## src/rtl/fetch_unit.sv

```systemverilog
`default_nettype none
// fetch_unit: program counter, ROM fetch issue, little-endian word assembly and valid/ready delivery.
// Optional macro FETCH_SKID_EN adds one skid entry so fetch can sustain one instruction per cycle.
module fetch_unit #(
  parameter logic [15:0] RESET_PC = 16'h8000,
  parameter logic [15:0] ROM_BASE = 16'h8000,
  parameter logic [15:0] ROM_LAST = 16'hFFFC
) (
  input  logic        clk,
  input  logic        rst_n,
  output logic [15:0] a,
  output logic        re,
  input  logic [7:0]  q0,
  input  logic [7:0]  q1,
  input  logic [7:0]  q2,
  input  logic [7:0]  q3,
  input  logic        redirect,
  input  logic [15:0] redirect_pc,
  output logic [31:0] instr,
  output logic [15:0] instr_pc,
  output logic        instr_valid,
  input  logic        instr_ready,
  output logic        fault,
  output logic [15:0] fault_pc
);

  typedef enum logic [0:0] {
    S_FETCH = 1'b0,
    S_FAULT = 1'b1
  } state_t;

  state_t      state;
  logic [15:0] pc;
  logic [15:0] inflight_pc;
  logic        inflight;

  logic        in_range;
  logic        xfer;
  logic        slot;
  logic        issue;
  logic [31:0] rom_word;

  assign rom_word = {q3, q2, q1, q0};
  assign in_range = (pc >= ROM_BASE) && (pc <= ROM_LAST);
  assign xfer     = instr_valid & instr_ready;

`ifdef FETCH_SKID_EN
  logic        skid_valid;
  logic [31:0] skid_instr;
  logic [15:0] skid_pc;
  logic [1:0]  occupancy;

  // Entries held or on their way, counting the one leaving this cycle as already gone.
  assign occupancy = {1'b0, instr_valid} + {1'b0, skid_valid} + {1'b0, inflight} - {1'b0, xfer};
  assign slot      = (occupancy < 2'd2);
`else
  assign slot = !inflight && (!instr_valid || instr_ready);
`endif

  // Gating with rst_n keeps re low while reset is held.
  assign issue = rst_n && (state == S_FETCH) && in_range && !redirect && slot;
  assign a     = pc;
  assign re    = issue;

  always_ff @(posedge clk or negedge rst_n) begin
    if (!rst_n) begin
      state       <= S_FETCH;
      pc          <= RESET_PC;
      inflight    <= 1'b0;
      inflight_pc <= 16'h0000;
      instr       <= 32'h0000_0000;
      instr_pc    <= 16'h0000;
      instr_valid <= 1'b0;
      fault       <= 1'b0;
      fault_pc    <= 16'h0000;
`ifdef FETCH_SKID_EN
      skid_valid  <= 1'b0;
      skid_instr  <= 32'h0000_0000;
      skid_pc     <= 16'h0000;
`endif
    end else if (redirect) begin
      state       <= S_FETCH;
      pc          <= redirect_pc;
      inflight    <= 1'b0;
      instr_valid <= 1'b0;
      fault       <= 1'b0;
`ifdef FETCH_SKID_EN
      skid_valid  <= 1'b0;
`endif
    end else begin
      inflight <= issue;
      if (issue) begin
        pc          <= pc + 16'd4;
        inflight_pc <= pc;
      end

      // Fault only once nothing is outstanding, so the last good response still lands.
      if ((state == S_FETCH) && !in_range && !inflight) begin
        state    <= S_FAULT;
        fault    <= 1'b1;
        fault_pc <= pc;
      end

`ifdef FETCH_SKID_EN
      if (xfer && skid_valid) begin
        instr    <= skid_instr;
        instr_pc <= skid_pc;
        if (inflight) begin
          skid_instr <= rom_word;
          skid_pc    <= inflight_pc;
        end else begin
          skid_valid <= 1'b0;
        end
      end else if (inflight) begin
        if (!instr_valid || xfer) begin
          instr       <= rom_word;
          instr_pc    <= inflight_pc;
          instr_valid <= 1'b1;
        end else begin
          skid_instr <= rom_word;
          skid_pc    <= inflight_pc;
          skid_valid <= 1'b1;
        end
      end else if (xfer) begin
        instr_valid <= 1'b0;
      end
`else
      if (inflight) begin
        instr       <= rom_word;
        instr_pc    <= inflight_pc;
        instr_valid <= 1'b1;
      end else if (xfer) begin
        instr_valid <= 1'b0;
      end
`endif
    end
  end

endmodule
`default_nettype wire

```

## config.mk

```make
export PLATFORM = sky130hd
export DESIGN_NAME = fetch_unit
export DESIGN_NICKNAME = d
export VERILOG_FILES = /design/src/rtl/fetch_unit.sv
export SDC_FILE = /design/constraint.sdc
export NUM_CORES = 1
export LEC_CHECK = 0
export BUFFER_PORTS_ARGS = -buffer_cell sky130_fd_sc_hd__buf_2
export CORE_UTILIZATION = 35
export CTS_CLUSTER_SIZE = 40
export DETAILED_ROUTE_END_ITERATION = 10
export PLACE_DENSITY_LB_ADDON = 0.15
export SETUP_SLACK_MARGIN = 0.05
export SYNTH_ARGS = -nofsm -noshare
export SYNTH_HDL_FRONTEND = slang
export SYNTH_SLANG_ARGS = --single-unit
```

## constraint.sdc

```tcl
create_clock -name clk -period 2.2 [get_ports clk]
set_input_delay 0.44 -clock clk [delete_from_list [all_inputs] [get_ports clk]]
set_output_delay 0.44 -clock clk [all_outputs]
set_load 0.005 [all_outputs]
```

==> flow_summary.ini, run 1 <==
[worst_setup_path]
cp.arrival_ns = 1.64
required_ns = 1.76
slowest_delay_ns = 0.35
critPathLaunchType = flip-flop
cp_max_fo = 2
end_kind = output port
r2r_cells = 7
cp_slowest_cell = dfrtp_1
cp_cell_sequence = ha_2 > nand3_2 > nor4b_4 > nand2b_4 > inv_4 > buf_6
path_class = flip-flop to output port

[yosys]
avgSynthCellArea_um2 = 12.7
ys_ff_latch = 99
syn_nets = 371
ys_warn_count = 0
synth_ff_type = dfrtp_1
netlist_area_um2 = 4010
yosysSeqAreaShare_pct = 61.8
synth_area_leaders = dfrtp_1, mux2_2, nand2_1, o21ai_0, a221o_1
postSynth.asyncResetShare_pct = 100
synth_edf_count = 0
synth_area_leader_cell = dfrtp_1
yosys.area.top_type_share_pct = 61.2
synth_cell_types = 39
synthCells = 317

[clocking]
cts_buffers = 9
htreeDepth = 3
cts_sinks = 99
clk_latency_ns = 0.34
root_buffer = clkbuf_16
tritoncts = yes
clk_pin_slew_ns = 0.07
cts.path.max_buffers = 2

[detailed_routing]
ant_nets = 0
viasPerCell = 4.95
dr.pass1.iters = 4
wl_per_cell_um = 15.7
drc = 0
vias = 3069
drtIter0Drc = 149
wirelength_mm = 9.71

[sta]
slew_headroom_pct = 53.6
min_period_ns = 2.08
max_freq_mhz = 481
finalSetupTns_ns = 0
finalSetupViolations = 0
rsz0062_at_grt = yes
skew_ns = 0.00902
period_share_pct = 94.5
final-max-slew-violation-count = 0
worst_slew_pin_slew_ns = 0.695
hold_viol = 0

[floorplan]
dieArea_um2 = 11900
fp.dieH_um = 109
start_util_pct = 36.5
ios = 135
core.rowCount = 38
die_w_um = 109
fp.coreArea_um2 = 11000

[layout]
drive_gt1_share_pct = 51.5
syn_to_final_growth_pct = 33.0
final_common_cell = buf_2
nFillCells = 1041
final_cell_mix = buf_2, dfrtp_1, mux2_2, nand2_1, buf_4
num-nets-final = 529
antenna_cells = 0
final_cell_count_no_fill = 620
stdcell_area_um2 = 5330

[global_route]
track_usage_pct = 17.4
grt_max_degree = 57
grtUsageMet3_pct = 4.24
use_met1_pct = 23.8
grt_pass1_wl_mm = 15.3
gr-total-overflow = 0
use_met2_pct = 26.0
globalRoute.busiestLayer = met2
antenna_found_initial = 0
first_global_vias = 2958

[placed_design]
dp.cells = 601
routabilityCongestion = 0.825
dpl.hpwl_mm = 6.94
placed_cell_area_um2 = 5000
portBuffers = 134

[hold_path]
hold_path_class = primary input to asynchronous set/reset pin

[power]
p_per_area_nw_per_um2 = 1100
ir_worst_vdd_v = 0.000489
power.total_uw = 5860
power_leakage_uw = 0.00267

[run]
maxCapViolCount = 0

[outcome]
status = complete, no violations
-- final timing paths --
kind | from | endpoint | slack, ns
setup / recovery | a[3]$_DFFE_PN0P_ | re | 0.12
setup reg to reg | a[3]$_DFFE_PN0P_ | a[9]$_DFFE_PN0P_ | 0.19
hold reg to reg | inflight_pc[15]$_DFFE_PN0P_ | inflight_pc[15]$_DFFE_PN0P_ | 0.47
hold / removal | rst_n | instr_pc[12]$_DFFE_PN0P_ | 0.21
max in group asynchronous | rst_n | inflight$_DFF_PN0_ | 0.86
min in group clk | redirect_pc[4] | a[4]$_DFFE_PN0P_ | 0.32
-- Yosys cell counts (5+ instances only) --
cell	n
a21oi_1	5
buf_2	5
inv_1	8
buf_1	5
mux2_2	59
nand2_1	55
nand3_1	8
o21ai_0	13
nor3_1	5
dfrtp_1	98
nor2_1	5
-- cell families after synthesis --
| family | after synthesis | synth area share [%] |
|---|---|---|
| compound gates | 41 | 6.99 |
| xor+xnor | 2 | 0.437 |
| fa+ha+maj | 2 | 0.624 |
| buf+inv | 24 | 2.50 |
| flops | 99 | 61.8 |
| mux | 62 | 17.4 |
| simple gates | 87 | 10.2 |
-- through the flow --
step / utilization, % / hold slack (ns) / setup WS, ns
finish: 48.6 / 0.214 / 0.122
global route: 48.6 / 0.241 / 0.0373
CTS: 48.3 / 0.227 / 0.0793
detailed placement: 45.5 / 0.453 / 0.0771
global placement: 45.5 / 0.458 / 0.141
floorplan: - / 0.144 / 0.131
-- critical path, delay by kind of cell (launching register included) --
kind | cells | cell delay (ns)
AND/OR/NAND/NOR | 3 | 0.61
flip-flops | 1 | 0.35
buffers and inverters | 2 | 0.14
adder cells (fa/ha/maj) | 1 | 0.19
-- layer usage --
layer	routed length, µm	vias up
met2	4510	108
met4	193	0
li1	-	1429
met5	0	-
met1	4410	1517
met3	597	15
-- what timing repair did --
action / in CTS / in global routing
buffers inserted: 2 / 1
endpoints found under the setup margin: 2 / 2
pin swaps: 1 / 1
hold buffers: 0 / 0
resized for setup: 2 / 4
-- final cells by class --
| cell class | instances | area, µm² | share of cell area, % |
|---|---|---|---|
| multi-input combinational | 194 | 1460 | 27.4 |
| clock inverter | 4 | 23.8 | 0.446 |
| clock buffer | 12 | 256 | 4.81 |
| timing repair buffer | 162 | 902 | 16.9 |
| sequential | 99 | 2480 | 46.5 |
| inverter | 9 | 36.3 | 0.680 |
| tap | 140 | 175 | 3.28 |
-- registers in the layout (all words and copies together) (netlist names) --
name         count
instr_pc        16
instr           32
inflight_pc     16
instr_valid      1
state            1
a               16
fault_pc        16
inflight         1
-- power by group --
| group | leakage (µW) | total [µW] | switching (µW) | internal [µW] |
|---|---|---|---|---|
| Clock | 0.000143 | 1480 | 655 | 827 |
| Sequential | 0.00122 | 2800 | 319 | 2480 |
| Combinational | 0.00131 | 1570 | 671 | 902 |
| Total | 0.00267 | 5860 | 1650 | 4210 |
No activity file was read; power rests on OpenSTA's default activity.
==> inputs of run 2 (changes only) <==
==> constraint.sdc (replaced) <==
create_clock -name clk -period 2.2 [get_ports clk]
set_input_delay 0.22 -clock clk [delete_from_list [all_inputs] [get_ports clk]]
set_output_delay 0.22 -clock clk [all_outputs]
set_load 0.005 [all_outputs]
==> run 2 against run 1 <==
  * Global-route usage is essentially flat
  * Register-to-register slack gained 0.07 ns
  * Final area shrank 1.3%
  * Critical path type unchanged
  * Utilization shrank 0.63 points
  * Via count shrank 2.4%
  * Critical path depth shrank 1
  * Combinational power is essentially flat
  * Clock-buffer cell count grew 2
==> flow_summary.ini, run 2 (same netlist as run 1, synthesis figures left out) <==
[outcome]
status = complete, no violations

[sta]
skew_ns = 0.00716
period_share_pct = 93.9
slew_headroom_pct = 51.9
max_freq_mhz = 484
hold-worst-slack_ns = 0.0608
final-max-slew-violation-count = 0
finalSetupViolations = 0
hold_viol = 0
min_period_ns = 2.07
worst_slew_pin_slew_ns = 0.721
finalSetupTns_ns = 0
rsz0062_at_grt = no

[global_route]
gr-total-overflow = 0
first_global_vias = 2883
track_usage_pct = 17.4
grt_max_degree = 59
grt_pass1_wl_mm = 15.2
antenna_found_initial = 0

[power]
pwr-share-seq_pct = 48.0
ir_worst_vdd_v = 0.000465
clockPowerShare_pct = 25.7
p_per_area_nw_per_um2 = 1110
power_leakage_uw = 0.00262
p_int_uw = 4220
comb_power_share_pct = 26.3
swShare_pct = 27.8
power_switching_uw = 1620

[clocking]
cts_sinks = 99
clk_latency_ns = 0.34
cts.path.max_buffers = 2
root_buffer = clkbuf_16
htreeDepth = 3
holdBufCountCts = 0
tritoncts = yes
cts_buffers = 9
clk_pin_slew_ns = 0.06
post_cts_buffers = 0

[worst_setup_path]
critPathLaunchType = flip-flop
required_ns = 1.98
cp.arrival_ns = 1.85
path_class = flip-flop to output port
cp_slowest_cell = dfstp_2
end_kind = output port
cp_max_fo = 23
cp_cell_sequence = and4bb_2 > and3_1 > nand2b_2 > inv_4 > buf_2
slowest_delay_ns = 0.55

[detailed_routing]
drc = 0
dr.pass1.iters = 4
wl_per_cell_um = 15.7
ant_nets = 0
wirelength_mm = 9.63
drtIter0Drc = 125
viasPerCell = 4.90
vias = 2996

[layout]
antenna_cells = 0
final_common_cell = buf_2
syn_to_final_growth_pct = 31.3
largest_reg_flops = 32
final_cell_mix = buf_2, dfrtp_1, mux2_2, nand2_1, buf_4
drive_gt1_share_pct = 50.2
num-nets-final = 522
regMostFlops = instr

[floorplan]
die_w_um = 109
core.rowCount = 38
fp.coreArea_um2 = 11000
start_util_pct = 36.5
dieArea_um2 = 11900
ios = 135
fp.dieH_um = 109

[placed_design]
routabilityCongestion = 0.840
portBuffers = 134
dpl.hpwl_mm = 6.79

[hold_path]
hold_path_class = primary input to asynchronous set/reset pin

[run]
maxCapViolCount = 0
[run 2: repair_timing]
action	4_1_cts	5_1_grt
resized for setup	1	3
endpoints found under the hold margin	0	0
endpoints found under the setup margin	1	4
cloned	0	0
pin swaps	0	0
[run 2: through the flow]
step | cell area [µm²] | total power, µW | setup WS [ns] | instances | utilization [%]
final | 5270 | 5840 | 0.135 | 612 | 47.9
after global routing | 5270 | 6250 | 0.0670 | 612 | 47.9
after CTS | 5250 | 5940 | 0.0913 | 612 | 47.8
after detailed placement | 4970 | 4420 | 0.158 | 597 | 45.2
after global placement | 4970 | 4370 | 0.223 | 597 | 45.2
after floorplan | 4010 | 3550 | 0.180 | 317 | -
[run 2: final cells by class]
type	count	area [µm²]
clock inverter	1	7.51
clock buffer	14	274
timing repair buffer	155	847
fill	1039	5720
multi-input combinational	194	1450
inverter	9	36.3
tap	140	175
sequential	99	2480
[run 2: path summary, 6_finish.rpt]
check / start / end / slack, ns / depth (start not counted)
worst max-delay path: a[15]$_DFFE_PN1P_ / re / 0.13 / 5
worst min-delay path: rst_n / fault_pc[14]$_DFFE_PN0P_ / 0.06 / 2
worst max register to register: a[2]$_DFFE_PN0P_ / a[9]$_DFFE_PN0P_ / 0.26 / 7
worst min register to register: inflight_pc[14]$_DFFE_PN0P_ / inflight_pc[14]$_DFFE_PN0P_ / 0.47 / 2
max in group asynchronous: rst_n / a[15]$_DFFE_PN1P_ / 1.12 / 3
min in group clk: redirect_pc[2] / a[2]$_DFFE_PN0P_ / 0.10 / 3
[run 2: routing by layer]
layer	vias up	part of all wire, %	global-route usage, %
met2	92	46	25.8
li1	1418	-	-
met5	-	0	0
met3	10	6.2	4.30
met4	0	1.7	8.49
met1	1476	46	23.6
[run 2: power by group through the flow]
stage                     clock, µW  combinational (µW)  sequential, µW
after CTS                      1550                1580            2820
after global placement            0                1560            2820
after detailed placement          0                1570            2840
after floorplan                   0                 667            2880
final                          1500                1540            2810
after global routing           1630                1730            2900
[run 2: critical path, delay by kind of cell (launching register included)]
| family | cells | cell delay [ns] |
|---|---|---|
| buf+inv | 2 | 0.38 |
| flops | 1 | 0.55 |
| simple gates | 3 | 0.57 |
